<file path="src/rtl/seq_bit_serializer.sv">
// Parallel-to-serial feeder for the sequence detectors: takes words over valid/ready
// and streams them one bit per clock with no gap between back-to-back words.
module seq_bit_serializer #(
  parameter int       WIDTH     = 8,
  parameter int       MSB_FIRST = 1,
  parameter logic     IDLE_BIT  = 1'b0,
  parameter int       CNT_W     = 16
) (
  input  logic             clk,
  input  logic             rst,
  input  logic [WIDTH-1:0] word_in,
  input  logic             word_valid,
  output logic             word_ready,
  input  logic             hold,
  output logic             ser_out,
  output logic             ser_valid,
  output logic             busy,
  output logic [CNT_W-1:0] words_sent
);

  localparam int RW = $clog2(WIDTH + 1);

  typedef enum logic {IDLE, SHIFT} state_t;

  state_t           state, state_n;
  logic [RW-1:0]    rem, rem_n;
  logic [WIDTH-1:0] shreg, shreg_n;
  logic             ser_out_n;
  logic             ser_valid_n;
  logic [CNT_W-1:0] words_sent_n;
  logic             emit;
  logic             accept;
  logic             next_bit;
  logic [WIDTH-1:0] shifted;

  always_ff @(posedge clk) begin
    if (rst) begin
      state      <= IDLE;
      rem        <= '0;
      shreg      <= '0;
      ser_out    <= IDLE_BIT;
      ser_valid  <= 1'b0;
      words_sent <= '0;
    end else begin
      state      <= state_n;
      rem        <= rem_n;
      shreg      <= shreg_n;
      ser_out    <= ser_out_n;
      ser_valid  <= ser_valid_n;
      words_sent <= words_sent_n;
    end
  end

  always_comb begin
    emit         = (state == SHIFT) & ~hold;
    // Ready on the last-bit edge lets the next word load with no idle cycle.
    word_ready   = (state == IDLE) | ((rem == RW'(1)) & ~hold);
    accept       = word_valid & word_ready;
    next_bit     = IDLE_BIT;
    shifted      = shreg;
    if (MSB_FIRST != 0) begin
      next_bit = shreg[WIDTH-1];
      shifted  = {shreg[WIDTH-2:0], 1'b0};
    end else begin
      next_bit = shreg[0];
      shifted  = {1'b0, shreg[WIDTH-1:1]};
    end

    rem_n        = rem;
    shreg_n      = shreg;
    ser_out_n    = IDLE_BIT;
    ser_valid_n  = 1'b0;
    words_sent_n = words_sent;

    if (emit) begin
      ser_out_n   = next_bit;
      ser_valid_n = 1'b1;
      rem_n       = rem - RW'(1);
      shreg_n     = shifted;
      if (rem == RW'(1))
        words_sent_n = words_sent + CNT_W'(1);
    end
    if (accept) begin
      shreg_n = word_in;
      rem_n   = RW'(WIDTH);
    end

    state_n = (rem_n != '0) ? SHIFT : IDLE;
    busy    = (state == SHIFT) | ser_valid;
  end

endmodule
</file>
<file path="config.mk">
export PLATFORM = sky130hd
export DESIGN_NAME = seq_bit_serializer
export DESIGN_NICKNAME = d
export VERILOG_FILES = /design/src/rtl/seq_bit_serializer.sv
export SDC_FILE = /design/constraint.sdc
export NUM_CORES = 1
export LEC_CHECK = 0
export CAP_MARGIN = 20
export CORE_MARGIN = 3
export CORE_UTILIZATION = 49
export CTS_CLUSTER_SIZE = 25
export DETAILED_ROUTE_END_ITERATION = 8
export GPL_TIMING_DRIVEN = 0
export HOLD_SLACK_MARGIN = 0.06
export PLACE_DENSITY = 0.78
export SLEW_MARGIN = 15
export SYNTH_ARGS = -nofsm -noshare
export SYNTH_HDL_FRONTEND = slang
export SYNTH_SLANG_ARGS = --single-unit
</file>
<file path="constraint.sdc">
create_clock -name clk -period 1.9 [get_ports clk]
set_input_delay 0.285 -clock clk [delete_from_list [all_inputs] [get_ports clk]]
set_output_delay 0.285 -clock clk [all_outputs]
set_load 0.01 [all_outputs]
</file>
# [Yosys cells after proc, flatten, opt, wreduce, memory -nomap -nowiden]
# Cells that the tools add are included.
[classes] reduce_logical=4 eq_ne=1 addsub=2 bitwise=8 muxes=6
[op_table] op="$add 16x1->16 const B" count=1
[op_table] op="$mux 8" count=2
[op_table] op="$mux 4" count=2
[op_table] op="$eq 4x1->1 const B" count=1
[op_table] op="$reduce_bool 4->1" count=1
[op_table] op="$sub 4x1->4 const B" count=1
[op_table] op="$and 1x1->1" count=3
[op_table] op="$not 1->1" count=3
[op_table] op="$mux 1" count=2
[op_table] op="$or 1x1->1" count=2
[op_table] op="$reduce_and 2->1" count=1
[op_table] op="$reduce_bool 2->1" count=1
[op_table] op="$reduce_or 2->1" count=1
[word_totals] ff_bits=31 out_inout_bits=20

# [Longest topological paths before layout]
# Gate-level depths: netlist of run 1.
[depth] depth_word=7 depth_mapped=7

# [Worst setup path after synthesis of run 1]
# OpenSTA, ideal clock, no wires.
[synth_path] path_type="flip-flop to flip-flop" startpoint="register rem[0]" endpoint="register words_sent[9]" slack_ns=0.149 n_path_buf=0 setup_ns=0.071 required_ns=1.829 period_less_slack_ns=1.751 arrival_time_ns=1.680 stages_incl_launch_ff=6 cell_sequence="dfxtp_1 > ha_1 > nor3b_4 > nand2_2 > or4_1 > a21oi_1"
[synth_via] elab_chain_len=2
[synth_lines] element="from (decl)" line="26" source="logic [RW-1:0] rem, rem_n;"
[synth_lines] element="from (signal assigned)" line="46" source="rem <= rem_n;"
[synth_lines] element="$eq 4x1->1" line="80" source="if (rem == RW'(1))"
[synth_lines] element="$reduce_and 2->1 (no line)"
[synth_lines] element="to (signal assigned)" line="50" source="words_sent <= words_sent_n;"
[synth_lines] element="to (decl)" line="18" source="output logic [CNT_W-1:0] words_sent"
# No other way between the ends.
# A chain may end at the register's enable or synchronous reset.

# [Final worst setup path of run 1]
[layout_path] startpoint="register state" endpoint="output port busy"
[layout_via] elab_chain_len=1
[layout_lines] element="from (decl)" line="25" source="state_t state, state_n;"
[layout_lines] element="from (signal assigned)" line="45" source="state <= state_n;"
[layout_lines] element="$or 1x1->1" line="89" source="busy = (state == SHIFT) | ser_valid;"
[layout_lines] element="to (decl)" line="17" source="output logic busy,"
# No other way between the ends.

==> flow_metrics.tcl, run 1 <==
set metrics [dict create \
    status "completed" \
    clock-sinks 31 \
    clock-root-buffer "clkbuf_4" \
    cts_buffer_depth 2 \
    use_met2 0.304 \
    worst_slew_pin_slew_ns 0.501 \
    yosysWarnings 0 \
    area_growth_pct 32.8 \
    reg2reg_depth 6 \
    use_met3 0.0638 \
    grt_util_all_layers 0.200 \
    drtPass1Iterations 4 \
    yosysUniqueCellTypes 40 \
    cp.arrival_ns 1.53 \
    ant_nets 0 \
    grt-ovfl-total 0 \
    syn_nets 184 \
    clkSlewWorstSetupHoldPaths_ns 0.10 \
    fp.dieW_um 61.0 \
    placed_cell_area_um2 1830 \
    dr_total_vias 1368 \
    crit_chain "or2_2, clkdlybuf4s50_1" \
    antenna_found_initial 0 \
    synth_top_area_frac 0.419 \
    cp.required_ns 1.62 \
    max_cap_viol_count 0 \
    async_flop_share 0 \
    die-area_um2 3720 \
    setup_viol_count_final 0 \
    syn_inst 169 \
    grt_pass1_wl_um 5490 \
    final_area_um2 1970 \
    drive_gt1_frac 0.133 \
    io_buffer_count 31 \
    crit_type "flip-flop to output port" \
    rsz0062_at_grt "false" \
    wl_per_cell_um 14.2 \
    gp_congestion 0.753 \
    busiest_layer "met2" \
    synth_seq_cells 31 \
    num_io_pins 32 \
    hold_path_startpoint "shreg[7]$_SDFFE_PP0P_" \
    synthesis.area_um2 1480 \
    dpl.hpwl_um 2360 \
    via_per_inst 5.65 \
    worstHoldEndpoint "ser_out$_SDFF_PP0_" \
    core-area_um2 2830 \
    startpoint_type "flip-flop" \
    use_met1 0.260 \
    fmax_mhz 550 \
    die_h_um 61.0 \
    ys.flop_type "dfxtp_1" \
    hold_path_depth 1 \
    slew_viol_final 0 \
    initial_core_util 0.523 \
    post_synth.cell_area_avg_um2 8.76 \
    fin_util 0.695 \
    p_per_area_nw_per_um2 659 \
    r2r_slack_ns 0.12 \
    p_leak_nw 0.712 \
    timing.rr.end "words_sent[11]$_SDFFE_PP0P_" \
    grt_pass1_vias 1193 \
    drtIter0Drc 67 \
    htreeDepth 2 \
    yosys.area.top_type "dfxtp_1" \
    cts_hold_buf 0 \
    hold_viol_final 0 \
    rr_startpoint "rem[1]$_SDFF_PP0_" \
    vdd_ir_drop_max_mv 0.529 \
    fin_nets 225 \
    fin_skew_ns 0.0119 \
    cts_inserted_buffers 5 \
    layout_min_cycle_time_ns 1.82 \
    synth_edf_count 0 \
    fp-row-count 19 \
    slowest_delay_ns 0.48 \
    grt_max_degree 11 \
    ys_seq_area_frac 0.419 \
    worstPathMaxFanout 7 \
    period_share 0.957 \
    relSlewSlack 0.666 \
    critical_path_buf_inv_count 1 \
    tritoncts "done" \
    slowest_stage "clkdlybuf4s50_1" \
    routed_wirelength_um 3430 \
    num_antenna_cells 0 \
    crit_family "buffers and inverters" \
    crit_path_end_kind "output port" \
    hp-class "flip-flop to flip-flop" \
    synthTopCellsByArea "dfxtp_1 (42%), nand2_1 (5.3%), nor2_1 (4.6%), a311oi_1 (4.1%), a21oi_1 (4.1%)" \
    clk_latency_ns 0.34 \
    pre_cts_ws_ns -0.387 \
    drc 0 \
    setup_ws_ns 0.0824 \
]
## area by class of cell
cell class / count / area [um2]
well taps: 31 / 38.8
multi-input cells: 123 / 848
repair buffers: 34 / 330
fillers: 216 / 863
clock inverters: 3 / 15.0
flip-flops and latches: 31 / 623
plain buffers: 9 / 50.0
clock buffers: 5 / 37.5
inverters: 6 / 22.5
## routing by layer
layer  up-vias  wire length, um
met3         7              148
met4         0               53
met1       647             1540
met2        29             1690
met5         -                0
li1        685                -
## flip-flops by register name, indices dropped and copies added (netlist names)
signal	flops
words_sent	16
shreg	8
rem	4
ser_out	1
ser_valid	1
state	1
## cell usage in the layout, fill, tap and decap left out, types with 5 or more instances in the layout
cell,Yosys,final
nand3_1,7,7
xnor2_1,6,6
dfxtp_1,31,29
nor2_1,18,18
nand2_1,21,21
inv_1,6,6
a21oi_1,12,12
clkbuf_4,0,6
xor2_1,6,6
a311oi_1,7,7
o31ai_1,5,5
or4_1,7,7
clkdlybuf4s50_1,0,29
## repair_timing
action / CTS / global route
endpoints found under the hold margin: 0 / 0
buffers inserted: 1 / 2
gates resized for setup: 9 / 7
endpoints found under the setup margin: 16 / 8
gates cloned: 0 / 0
## through the flow
step                      hold slack [ns]  cells  power [W]  TNS, ns
after global routing                0.500    242    0.00137        0
after floorplan                     0.365    169   0.000846        0
final                               0.476    242    0.00129        0
after detailed placement            0.447    231   0.000920    -4.24
after CTS                           0.479    240    0.00130        0
after global placement              0.443    231   0.000912    -3.58
## power breakdown
| group | leakage [nW] | internal, W | switching, W |
|---|---|---|---|
| Clock | 0.0347 | 0.000137 | 0.000228 |
| Combinational | 0.424 | 0.000107 | 0.000108 |
| Sequential | 0.253 | 0.000682 | 0.0000324 |
## worst reg2reg max path, cell delays in order, from the launching register on
cell	delay [ns]
dfxtp_2	0.34
inv_1	0.11
ha_4	0.17
nor3b_4	0.30
nand2_4	0.13
or4_1	0.52
a21oi_1	0.15
## synth_stat cells (3+ instances only)
cell      count
xor2_1        6
clkbuf_1      4
inv_1         6
ha_1          3
nand3_1       7
nor2_1       18
o31ai_1       5
nand2_1      21
nand4_1       4
nor4_1        3
xnor2_1       6
a21oi_1      12
dfxtp_1      31
or4_1         7
a311oi_1      7
## cell families after synthesis
group / count (synthesis) / share of synthesized area
simple gates: 79 / 0.306
flops: 31 / 0.419
fa+ha+maj: 3 / 0.0254
compound gates: 29 / 0.131
xor+xnor: 12 / 0.0710
buf+inv: 15 / 0.0473
## worst max path at each step
stage                       from                     endpoint  slack, ns  cells past startpoint
2_1_floorplan  rem[0]$_SDFF_PP0_   words_sent[9]$_SDFFE_PP0P_       0.15                      5
3_3_place_gp                hold                   word_ready      -0.37                      4
3_5_place_dp                hold                   word_ready      -0.39                      4
4_1_cts        rem[1]$_SDFF_PP0_                   word_ready       0.03                      5
5_1_grt         state$_SDFF_PP0_  words_sent[13]$_SDFFE_PP0P_       0.01                      5
6_report        state$_SDFF_PP0_                         busy       0.08                      2
Note: power is estimated with default switching activity, not from simulation.
==> run 2, diff against run 1 <==
--- a/config.mk
+++ b/config.mk
@@ -5,6 +5,7 @@
 export SDC_FILE = /design/constraint.sdc
 export NUM_CORES = 1
 export LEC_CHECK = 0
+export ABC_AREA = 0
 export CAP_MARGIN = 20
 export CORE_MARGIN = 3
 export CORE_UTILIZATION = 49
==> results of run 2 <==
Final layout, timing and power as in run 1 (identical DEF).
